==> src/rtl/task_mem_loader_pkg.sv <==
// Shared sizes, state encoding and small sizing helpers for the task memory loader.
// Default geometry matches the Task Scheduler's TM frame layout.
package task_mem_loader_pkg;

   localparam int TM_WIDTH       = 80;
   localparam int TASK_MEM_DEPTH = 4;
   localparam int HOST_WORD_W    = 32;

   typedef enum logic [1:0] {
      TML_STATE_IDLE = 2'd0,
      TML_STATE_FILL = 2'd1,
      TML_STATE_PEND = 2'd2
   } tml_state_t;

   function automatic int ceil_div(input int a, input int b);
      return (a + b - 1) / b;
   endfunction

   // Index width that stays legal (>= 1 bit) for single-entry dimensions.
   function automatic int idx_w(input int n);
      return (n > 1) ? $clog2(n) : 1;
   endfunction

endpackage

==> src/rtl/tm_shadow_buf.sv <==
// Shadow frame store: DEPTH frames of FRAME_W bits written one host word at a time.
// A clear and a write in the same cycle leave only the written word non-zero.
module tm_shadow_buf
   import task_mem_loader_pkg::*;
#(
   parameter int WORD_W  = HOST_WORD_W,
   parameter int FRAME_W = TM_WIDTH,
   parameter int DEPTH   = TASK_MEM_DEPTH,
   localparam int WPF    = ceil_div(FRAME_W, WORD_W),
   localparam int FIW    = idx_w(DEPTH),
   localparam int WIW    = idx_w(WPF)
) (
   input  logic                     clk,
   input  logic                     reset_n,
   input  logic                     clr,
   input  logic                     wr_en,
   input  logic [FIW-1:0]           frame_idx,
   input  logic [WIW-1:0]           word_idx,
   input  logic [WORD_W-1:0]        wr_data,
   output logic [DEPTH*FRAME_W-1:0] rd_data
);

   genvar gi, gw;
   generate
      for (gi = 0; gi < DEPTH; gi++) begin : g_frame
         for (gw = 0; gw < WPF; gw++) begin : g_word
            // The top word of a frame is narrower; its excess host bits are simply not stored.
            localparam int LO = gw * WORD_W;
            localparam int FW = ((FRAME_W - LO) < WORD_W) ? (FRAME_W - LO) : WORD_W;

            logic [FW-1:0] field_reg;
            logic          hit;

            assign hit = wr_en && (frame_idx == FIW'(gi)) && (word_idx == WIW'(gw));

            always_ff @(posedge clk or negedge reset_n) begin
               if (!reset_n)
                  field_reg <= '0;
               else if (hit)
                  field_reg <= wr_data[FW-1:0];
               else if (clr)
                  field_reg <= '0;
            end

            assign rd_data[gi*FRAME_W + LO +: FW] = field_reg;
         end
      end
   endgenerate

endmodule

==> src/rtl/task_mem_loader.sv <==
// Packs a host word stream into TM frames in a shadow buffer and swaps it into the
// scheduler-facing active buffer only on a vga_en frame boundary.
module task_mem_loader
   import task_mem_loader_pkg::*;
#(
   parameter int WORD_W  = HOST_WORD_W,
   parameter int FRAME_W = TM_WIDTH,
   parameter int DEPTH   = TASK_MEM_DEPTH
) (
   input  logic                     clk,
   input  logic                     reset_n,
   input  logic                     wr_valid,
   output logic                     wr_ready,
   input  logic [WORD_W-1:0]        wr_data,
   input  logic                     wr_last,
   input  logic                     vga_en,
   output logic [DEPTH*FRAME_W-1:0] env_task_memory,
   output logic                     load_busy,
   output logic                     swap_pending,
   output logic                     prog_valid,
   output logic                     err_overflow
);

   localparam int WPF = ceil_div(FRAME_W, WORD_W);
   localparam int CAP = DEPTH * WPF;
   localparam int CW  = $clog2(CAP + 1);
   localparam int FIW = idx_w(DEPTH);
   localparam int WIW = idx_w(WPF);

   tml_state_t               state_reg, state_next;
   logic [CW-1:0]            count_reg, count_next;
   logic [FIW-1:0]           frame_reg, frame_next, adv_frame;
   logic [WIW-1:0]           word_reg, word_next, adv_word;
   logic                     err_reg, err_next;
   logic                     prog_valid_reg;
   logic [DEPTH*FRAME_W-1:0] active_reg;
   logic [DEPTH*FRAME_W-1:0] shadow_data;
   logic                     accept, buf_clr, buf_wr, do_swap;

   assign accept = wr_valid && wr_ready;

   // Write position after the current one; IDLE always holds position (0,0).
   assign adv_word  = (word_reg == WIW'(WPF - 1)) ? '0 : word_reg + WIW'(1);
   assign adv_frame = (word_reg == WIW'(WPF - 1)) ? frame_reg + FIW'(1) : frame_reg;

   always_comb begin
      state_next = state_reg;
      count_next = count_reg;
      frame_next = frame_reg;
      word_next  = word_reg;
      err_next   = err_reg;
      buf_clr    = 1'b0;
      buf_wr     = 1'b0;
      do_swap    = 1'b0;
      case (state_reg)
         TML_STATE_IDLE: begin
            if (accept) begin
               buf_clr    = 1'b1;
               buf_wr     = 1'b1;
               err_next   = 1'b0;
               count_next = CW'(1);
               frame_next = adv_frame;
               word_next  = adv_word;
               state_next = wr_last ? TML_STATE_PEND : TML_STATE_FILL;
            end
         end
         TML_STATE_FILL: begin
            if (accept) begin
               if (count_reg == CW'(CAP)) begin
                  err_next = 1'b1;
               end else begin
                  buf_wr     = 1'b1;
                  count_next = count_reg + CW'(1);
                  frame_next = adv_frame;
                  word_next  = adv_word;
               end
               if (wr_last)
                  state_next = TML_STATE_PEND;
            end
         end
         TML_STATE_PEND: begin
            if (vga_en) begin
               do_swap    = 1'b1;
               count_next = '0;
               frame_next = '0;
               word_next  = '0;
               state_next = TML_STATE_IDLE;
            end
         end
         default: state_next = TML_STATE_IDLE;
      endcase
   end

   always_ff @(posedge clk or negedge reset_n) begin
      if (!reset_n) begin
         state_reg      <= TML_STATE_IDLE;
         count_reg      <= '0;
         frame_reg      <= '0;
         word_reg       <= '0;
         err_reg        <= 1'b0;
         prog_valid_reg <= 1'b0;
         active_reg     <= '0;
      end else begin
         state_reg      <= state_next;
         count_reg      <= count_next;
         frame_reg      <= frame_next;
         word_reg       <= word_next;
         err_reg        <= err_next;
         prog_valid_reg <= prog_valid_reg | do_swap;
         if (do_swap)
            active_reg <= shadow_data;
      end
   end

   tm_shadow_buf #(
      .WORD_W  (WORD_W),
      .FRAME_W (FRAME_W),
      .DEPTH   (DEPTH)
   ) u_shadow (
      .clk       (clk),
      .reset_n   (reset_n),
      .clr       (buf_clr),
      .wr_en     (buf_wr),
      .frame_idx (frame_reg),
      .word_idx  (word_reg),
      .wr_data   (wr_data),
      .rd_data   (shadow_data)
   );

   assign wr_ready        = (state_reg != TML_STATE_PEND);
   assign load_busy       = (state_reg == TML_STATE_FILL);
   assign swap_pending    = (state_reg == TML_STATE_PEND);
   assign prog_valid      = prog_valid_reg;
   assign err_overflow    = err_reg;
   assign env_task_memory = active_reg;

endmodule

==> config.mk <==
export PLATFORM = sky130hd
export DESIGN_NAME = task_mem_loader
export DESIGN_NICKNAME = d
export VERILOG_FILES = /design/src/rtl/task_mem_loader_pkg.sv /design/src/rtl/tm_shadow_buf.sv /design/src/rtl/task_mem_loader.sv
export SDC_FILE = /design/constraint.sdc
export NUM_CORES = 1
export LEC_CHECK = 0
export BUFFER_PORTS_ARGS = -buffer_cell sky130_fd_sc_hd__buf_2
export CORE_AREA = 3 3 252 254
export DETAILED_ROUTE_END_ITERATION = 8
export DIE_AREA = 0 0 255 257
export HOLD_SLACK_MARGIN = 0.02
export RECOVER_POWER = 25
export REMOVE_ABC_BUFFERS = 1
export SETUP_SLACK_MARGIN = 0.4
export SYNTH_ARGS = -nofsm -noshare
export SYNTH_HDL_FRONTEND = slang
export SYNTH_SLANG_ARGS = --single-unit
==> constraint.sdc <==
create_clock -name clk -period 2.8 [get_ports clk]
set_clock_uncertainty 0.1 [all_clocks]
set_input_delay 0.42 -clock clk [delete_from_list [all_inputs] [get_ports clk]]
set_output_delay 0.42 -clock clk [all_outputs]
set_load 0.05 [all_outputs]
==> results of run 1 <==
-- power breakdown --
part	internal [mW]	switching [mW]
sequential	12.5	1.83
combinational	4.01	10.1
clock	5.19	3.81
-- cells by family after synthesis --
group           after synthesis  synth area share [%]
compound gates              357                  13.1
fa+ha+maj                    11                 0.560
buf+inv                     151                  3.93
flops                       652                  66.4
mux                         322                  14.8
simple gates                 45                  1.26
-- worst paths after layout --
kind	start	endpoint	slack [ps]	depth (start not counted)
setup / recovery	state_reg[1]	load_busy	460	4
hold / removal	wr_data[19]	u_shadow.g_frame[3].g_word[0].field_reg[19]	80	2
setup reg to reg	state_reg[0]	u_shadow.g_frame[3].g_word[0].field_reg[23]	470	7
hold reg to reg	prog_valid	prog_valid	360	1
max in group asynchronous	reset_n	u_shadow.g_frame[1].g_word[1].field_reg[7]	550	4
min in group asynchronous	reset_n	u_shadow.g_frame[2].g_word[2].field_reg[11]	620	2
-- layout make-up --
class	instances	area share [%]
inverters	7	0.0889
well taps	790	3.35
repair buffers	438	8.98
flip-flops and latches	652	55.2
clock inverters	28	1.10
multi-input cells	736	24.8
clock buffers	96	6.46
-- stage by stage --
stage	setup TNS [ps]	utilization (%)	cells
5_1_grt	0	48.1	2747
3_3_place_gp	0	44.3	2616
4_1_cts	0	48.0	2744
2_1_floorplan	-1907720	-	1394
6_report	0	48.1	2747
3_5_place_dp	0	44.3	2616
-- per-layer routing --
metal,track usage (%),wire (microns)
met4,5.50,1440
met1,28.5,30400
met3,5.16,4230
met2,32.7,31600
met5,0,0
-- what timing repair did --
item                                    CTS  global route
setup buffers                             2             2
endpoints found under the setup margin  101           160
hold buffers                              2             0
pin swaps                                 1             1
hold endpoints to repair                 31             0
resized for setup                         5             6
gates cloned                              0             1
-- cells in the final DEF, fill, tap and decap left out, types with 3 or more instances in the layout --
cell,netlist,layout
clkbuf_16,0,69
mux2_2,31,31
nand2_1,7,6
clkinv_2,0,12
clkinvlp_4,0,4
clkbuf_2,0,3
and3_1,9,4
clkinv_8,0,6
and3_4,4,4
buf_6,40,3
ha_1,11,9
clkbuf_8,0,8
dfrtp_1,652,652
nor2b_1,9,9
a22o_1,322,322
nand2b_1,3,3
buf_12,1,22
mux2_1,290,290
and3_2,0,5
a31oi_4,10,10
o21ai_1,7,7
buf_4,1,43
bufinv_16,0,4
clkbuf_1,20,26
nand3_1,3,3
a21oi_1,4,4
inv_1,7,7
buf_2,63,357
==> impl_metrics.csv, run 1 <==
group,metric,value,unit
floorplan,fp.dieArea,65500,sq um
cells_and_area,fillers,5284,
yosys,synth_top_cell_by_area,"dfrtp_1",
power,leakagePower,15.9,nW
critical_path,critPathRequiredTime,2280,ps
yosys,ys_ff_latch,652,
critical_path,crit_fanout,16,
global_route,grt_max_degree,103,
drt,routedWlPerCell,24.6,microns
power,power_density,1270,nW/um^2
sta,min_period,2340,ps
cells_and_area,multi_input_area,7330,sq um
sta,setup_violations,0,
power,total_power,37.5,mW
critical_path,slowest_delay,440,ps
run_status,violations,"max-capacitance violations, max-slew violations",
sta,worst_pin_slew,1560,ps
sta,timing.final.crit_share,83.6,%
clock_tree,htreeDepth,3,
floorplan,start_util,40.0,%
clock_tree,clkLatencyLatePin,610,ps
yosys,synth_area,24600,sq um
critical_path,worst_ep_arrival_time,1820,ps
clock_tree,root_buffer,"clkbuf_16",
yosys,synth_area_leaders,"dfrtp_1 66%, mux2_1 13%, a22o_1 11%",
worst_hold_path,hp-class,"primary input to register",
drt,drc,0,
drt,drt_iter0_markers,862,
cells_and_area,drive_gt1_share,30.5,%
global_route,grt_pass1_vias,15600,
sta,max_freq,0.427,GHz
run_status,outcome,"finished with violations",
yosys,synth_edf_count,0,
floorplan,die_x,255,microns
yosys,synth_warnings,0,
global_route,track_usage,20.7,%
yosys,synth_ff_type,"dfrtp_1",
clock_tree,clkSlewWorstSetupHoldPaths,70,ps
drt,dr.pass1.iters,4,
yosys,synth.yosys.seq_area_share,66.4,%
sta,timing.final.ws_setup,459,ps
global_route,grt_remaining_overflow,0,
drt,ant_nets,0,
sta,hold_violations,0,
drt,wirelength,67.7,mm
yosys,ys_types,43,
critical_path,critPathBufInv,3,
cells_and_area,finalInstanceArea,29500,sq um
sta,hold_ws,79.0,ps
sta,slew_headroom,-4.20,%
yosys,async_reset_ff_share,100,%
floorplan,ioPinCount,362,
yosys,synth_common_cells,"652 x dfrtp_1, 322 x a22o_1, 290 x mux2_1",
place,dpl_cell_area,27300,sq um
drt,vias_per_cell,5.39,
floorplan,core-area,61500,sq um
place,io_buffers,361,
global_route,grt_pass1_wl,102,mm
critical_path,cpLargestDelayFamily,"buffers and inverters",
cells_and_area,diodes,0,
place,dpl.hpwl,44.4,mm
critical_path,crit_path_end_kind,"output pin",
critical_path,critPathLaunchType,"register",
clock_tree,cts_made_buffers,69,
clock_tree,clock_sink_count,652,
place,post-place-ws,340,ps
yosys,synth.most_common_cell,"dfrtp_1",
cells_and_area,nets,1952,
place,gp_congestion,0.765,
critical_path,path_class,"register to output pin",
yosys,syn_avg_cell_area,16.0,sq um
cells_and_area,area_growth,20.2,%
clock_tree,tritoncts,"built",
drt,dr_total_vias,14800,
yosys,synth_cells,1538,
floorplan,num_rows,91,
clock_tree,cts.path.max_buffers,3,
sta,rsz0062_at_grt,"true",
yosys,synth_top_area_share,66.4,%
critical_path,path_cells,"inv_1 > ha_2 > buf_6 > buf_4",
sta,drv_slew,41,
global_route,antenna_found_initial,0,
cells_and_area,seqCellArea,16300,sq um
floorplan,chipHeight,257,microns
power,irDropWorstVdd,669,uV
job,maxCapViolCount,1,
critical_path,crit_slowest_cell,"dfrtp_1",
Note: power is estimated with default switching activity, not from simulation.
==> inputs of run 2 (changes only) <==
- clock period: 2.8 -> 2.3 ns (I/O delays scaled with it)
==> impl_metrics.csv, run 2 (synthesis gave the netlist of run 1 again) <==
group,metric,value,unit
sta,hold_ws,90.1,ps
sta,rsz0062_at_grt,"true",
worst_hold_path,hp-class,"primary input to register",
drt,dr.pass1.iters,5,
critical_path,critPathLaunchType,"register",
cells_and_area,fillers,4964,
clock_tree,clkSlewWorstSetupHoldPaths,60,ps
sta,timing.final.crit_share,90.9,%
critical_path,path_class,"register to register",
sta,setup_violations,0,
global_route,antenna_found_initial,0,
power,leakagePower,17.6,nW
drt,drt_iter0_markers,1071,
sta,slew_headroom,24.0,%
cells_and_area,area_growth,33.5,%
global_route,grt_max_degree,85,
drt,routedWlPerCell,27.2,microns
cells_and_area,multi_input_area,8240,sq um
clock_tree,tritoncts,"built",
sta,min_period,2090,ps
floorplan,chipHeight,257,microns
place,placed_cells,2630,
cells_and_area,mostFrequentLayoutCells,"651 x dfrtp_1, 357 x buf_2, 322 x a22o_1, 198 x mux2_4, 108 x mux2_1",
sta,hold_violations,0,
floorplan,core-area,61500,sq um
critical_path,crit_fanout,8,
cells_and_area,diodes,0,
floorplan,fp.dieArea,65500,sq um
job,maxCapViolCount,0,
sta,max_freq,0.478,GHz
global_route,track_usage,21.6,%
drt,drc,0,
floorplan,num_rows,91,
critical_path,critPathRequiredTime,2700,ps
cells_and_area,fin_util,53.3,%
global_route,grt_remaining_overflow,0,
place,dpl.hpwl,45.3,mm
sta,worst_pin_slew,1140,ps
run_status,outcome,"finished, final reports clean",
clock_tree,clkLatencyLatePin,610,ps
clock_tree,clock_sink_count,652,
clock_tree,cts_made_buffers,71,
drt,vias_per_cell,5.54,
drt,ant_nets,0,
floorplan,die_x,255,microns
cells_and_area,drive_gt1_share,43.2,%
global_route,grt_pass1_wl,106,mm
floorplan,ioPinCount,362,
drt,wirelength,77.8,mm
critical_path,crit_path_end_kind,"register",
drt,dr_total_vias,15800,
critical_path,worst_ep_arrival_time,2490,ps
cells_and_area,nets,2062,
place,io_buffers,361,
power,power_density,1540,nW/um^2
sta,timing.setup.tns,0,ps
power,irDropWorstVdd,990,uV
clock_tree,cts.path.max_buffers,3,
clock_tree,htreeDepth,3,
global_route,grt_pass1_vias,16100,
place,gp_congestion,0.782,
sta,drv_slew,0,
cells_and_area,final_common_cell,"dfrtp_1",
clock_tree,root_buffer,"clkbuf_16",
cells_and_area,seqCellArea,16300,sq um
floorplan,start_util,40.0,%
cells_and_area,stdcell_count,2857,
run 2: per-layer routing:
layer	vias to the layer above	GRT usage [%]	wire (microns)
met4	0	4.72	1250
met5	-	0	0
met2	471	34.7	37700
met1	8614	29.3	34000
met3	81	5.75	4960
li1	6663	-	-
run 2: through the flow:
stage               cell area [sq um]  worst slack, ps  total power [mW]
CTS                             30600              238              47.5
floorplan                       23600            -6580              28.6
finish                          32800              209              50.5
global route                    32800              155              52.5
global placement                27600             98.3              35.0
detailed placement              27600              111              35.4
run 2: worst paths after layout:
check	from	end	slack (ps)	cells past startpoint
hold / removal	wr_data[13]	u_shadow.g_frame[1].g_word[0].field_reg[13]	90	2
max in group asynchronous	reset_n	env_task_memory[66]	460	3
setup / recovery	state_reg[1]	env_task_memory[279]	210	7
setup reg to reg	state_reg[1]	env_task_memory[279]	210	7
hold reg to reg	prog_valid	prog_valid	360	1
min in group asynchronous	reset_n	env_task_memory[73]	130	2
run 2: worst max-delay path, cell delays in order, from the launching register on:
cell and delay (ps):
dfrtp_2 470, ha_4 200, buf_12 140, buf_12 120, nand2_8 170, clkbuf_16 240, clkbuf_16 190, mux2_2 340
run 2: report_power, final:
| group | internal, mW | switching (mW) | leakage [nW] |
|---|---|---|---|
| logic | 7.70 | 13.5 | 7.41 |
| clock network | 6.80 | 4.76 | 1.18 |
| registers | 15.2 | 2.52 | 8.97 |
| total | 29.7 | 20.7 | 17.6 |
run 2: layout make-up:
type,count,area share (%)
flip-flops and latches,652,49.8
inverters,7,0.111
clock inverters,26,1.16
well taps,790,3.01
multi-input cells,737,25.1
repair buffers,545,14.7
clock buffers,100,6.18
run 2: repair_timing:
action / 4_1_cts / 5_1_grt
setup buffers: 18 / 18
resized for setup: 48 / 280
setup endpoints to repair: 622 / 614
pin swaps: 22 / 26
gates cloned: 3 / 44
endpoints found under the hold margin: 306 / 0
hold buffers: 18 / 0
==> inputs of run 3 (changes only) <==
- CORE_AREA: 3 3 252 254 -> 3 3 264 266
- DIE_AREA: 0 0 255 257 -> 0 0 267 269
- SETUP_SLACK_MARGIN: 0.4 -> 0.05
- SYNTH_HIERARCHICAL: not set -> 1
==> impl_metrics.csv, run 3 <==
group,metric,value,unit
run_status,outcome,"finished with violations",
run_status,violations,"max-capacitance violations, max-slew violations, negative setup slack",
global_route,grt_pass1_wl,106,mm
drt,drt_iter0_markers,849,
sta,drv_slew,47,
yosys,ys_types,41,
critical_path,path_class,"register to register",
cells_and_area,stdcell_count,3212,
clock_tree,tritoncts,"built",
clock_tree,clkSlewWorstSetupHoldPaths,60,ps
cells_and_area,drive_gt1_share,54.3,%
critical_path,worst_ep_arrival_time,2750,ps
floorplan,num_rows,95,
global_route,grt_remaining_overflow,0,
job,maxCapViolCount,1,
drt,drc,0,
clock_tree,root_buffer,"clkbuf_16",
sta,hold_violations,0,
worst_hold_path,hp-class,"primary input to register",
critical_path,crit_fanout,6,
yosys,synth_edf_count,0,
cells_and_area,nets,2328,
global_route,antenna_found_initial,2,
critical_path,regToRegSetupSlack,-80,ps
power,power_density,1360,nW/um^2
yosys,synth_warnings,6,
yosys,ys_ff_latch,652,
floorplan,start_util,40.2,%
yosys,synth_area,27000,sq um
sta,slew_headroom,-9.17,%
cells_and_area,diodes,0,
yosys,synth_common_cells,"652 x dfrtp_1, 607 x mux2_2, 323 x nor2b_1",
sta,setup_violations,79,
sta,timing.setup.tns,-2830,ps
sta,timing.final.crit_share,103,%
drt,routedWlPerCell,22.9,microns
floorplan,ioPinCount,362,
sta,min_period,2380,ps
worst_hold_path,worstHoldStart,"wr_data[30]",
worst_hold_path,min_to,"u_shadow/g_frame[0].g_word[0].field_reg[30]",
critical_path,critPathLaunchType,"register",
cells_and_area,mostFrequentLayoutCells,"651 x dfrtp_1, 496 x mux2_2, 359 x buf_2, 322 x nor2b_1, 141 x mux2_4",
sta,worst_pin_slew,1640,ps
drt,vias_per_cell,5.00,
yosys,synth_area_leaders,"dfrtp_1 60%, mux2_2 25%, nor2b_1 7.5%",
power,total_power,46.7,mW
place,gp_congestion,0.756,
yosys,synth_ff_type,"dfrtp_1",
global_route,track_usage,19.4,%
sta,timing.final.ws_setup,-77.4,ps
clock_tree,htreeDepth,3,
global_route,grt_max_degree,80,
place,placed_cells,3031,
cells_and_area,fin_util,51.1,%
clock_tree,clock_sink_count,652,
yosys,synth.yosys.seq_area_share,60.4,%
sta,rsz0062_at_grt,"true",
floorplan,fp.dieArea,71800,sq um
worst_hold_path,min_path_cells,2,
critical_path,critPathRequiredTime,2670,ps
sta,max_freq,0.421,GHz
yosys,async_reset_ff_share,100,%
power,irDropWorstVdd,843,uV
cells_and_area,area_growth,27.1,%
floorplan,core-area,67300,sq um
yosys,syn_avg_cell_area,14.8,sq um
critical_path,r2r-end,"u_shadow/g_frame[3].g_word[0].field_reg[13]",
critical_path,crit_path_end_kind,"register",
clock_tree,clkLatencyLatePin,600,ps
yosys,synth_cells,1830,
floorplan,chipHeight,269,microns
drt,dr_total_vias,16100,
clock_tree,cts.path.max_buffers,3,
global_route,grt_pass1_vias,17100,
critical_path,rr_worst_depth,11,
clock_tree,cts_made_buffers,74,
critical_path,r2r_start,"state_reg[0]",
yosys,synth.most_common_cell,"dfrtp_1",
floorplan,die_x,267,microns
cells_and_area,fillers,5755,
drt,ant_nets,0,
drt,dr.pass1.iters,4,
place,dpl.hpwl,44.8,mm
power,leakagePower,18.4,nW
place,io_buffers,361,
drt,wirelength,73.6,mm
cells_and_area,final_common_cell,"dfrtp_1",
yosys,synth_top_cell_by_area,"dfrtp_1",
yosys,synth_top_area_share,60.4,%
[run 3: cell count changes after synthesis, moves of 31 or more]
cell      previous run  this run
nor2b_1              9       323
a22o_1             322         0
clkbuf_1            20        55
buf_2               63        32
mux2_1             290         3
mux2_2              31       607
[run 3: critical path, stage by stage, from the launching register on]
cell      delay (ps)
dfrtp_1          390
inv_2            120
buf_6            120
ha_4             120
nand3b_1         110
nand2_2          120
nor2b_4          190
and4b_4          290
buf_12           120
buf_12           100
buf_12           150
mux2_4           300
[run 3: logic make-up after synthesis]
| family | synth area share, % |
|---|---|
| flops | 60.4 |
| compound gates | 0.597 |
| fa+ha+maj | 0.324 |
| buf+inv | 3.04 |
| simple gates | 8.53 |
| mux | 27.2 |
[run 3: layout make-up]
cell class	instances	area [sq um]	share of cell area (%)
Timing Repair inverter	2	27.5	0.0801
Tap cell	873	1090	3.18
Timing Repair Buffer	502	3870	11.3
Sequential cell	652	16300	47.5
Clock inverter	28	418	1.22
Inverter	10	67.6	0.197
Multi-Input combinational cell	1042	10400	30.4
Clock buffer	103	2130	6.21
[run 3: how the worst max path moves through the flow]
stage	startpoint	end	slack (ps)	cells after the start
after CTS	state_reg[0]	u_shadow/g_frame[0].g_word[1].field_reg[14]	-60	9
final	state_reg[0]	u_shadow/g_frame[3].g_word[0].field_reg[13]	-80	11
after global placement	state_reg[0]	u_shadow/g_frame[3].g_word[2].field_reg[10]	-140	10
after floorplan	state_reg[0]	env_task_memory[0]	-6300	4
after global routing	state_reg[0]	u_shadow/g_frame[3].g_word[0].field_reg[13]	-150	11
after detailed placement	state_reg[0]	u_shadow/g_frame[3].g_word[2].field_reg[11]	-160	10
[run 3: routing by layer]
layer / track usage [%] / part of all wire [%] / wire length, microns / vias up
met1: 26.2 / 45 / 33000 / 8478
met2: 32.3 / 49 / 35700 / 334
met3: 3.52 / 4.7 / 3430 / 83
met4: 5.41 / 1.9 / 1360 / 4
met5: 0 / 0.034 / 25 / -
li1: - / - / - / 7162
[run 3: report_power, final]
group	switching, mW	leakage (nW)	internal, mW
Clock	4.71	1.25	7.51
Sequential	1.99	8.98	14.7
Combinational	10.9	8.15	6.80
[run 3: timing repair]
item,CTS,global route
hold endpoints to repair,142,0
gates resized for setup,76,118
cloned,6,13
pin swaps,7,4
buffers inserted,11,8
setup endpoints to repair,304,322
hold buffers,17,0
[run 3: stage by stage]
stage | cell area (sq um) | worst slack (ps) | hold slack (ps)
after global routing | 34400 | -153 | 21.4
final | 34400 | -77.4 | 49.6
after floorplan | 26200 | -6300 | -50.6
after detailed placement | 30400 | -160 | 249
after CTS | 33700 | -61.7 | 21.7
after global placement | 30400 | -141 | 247
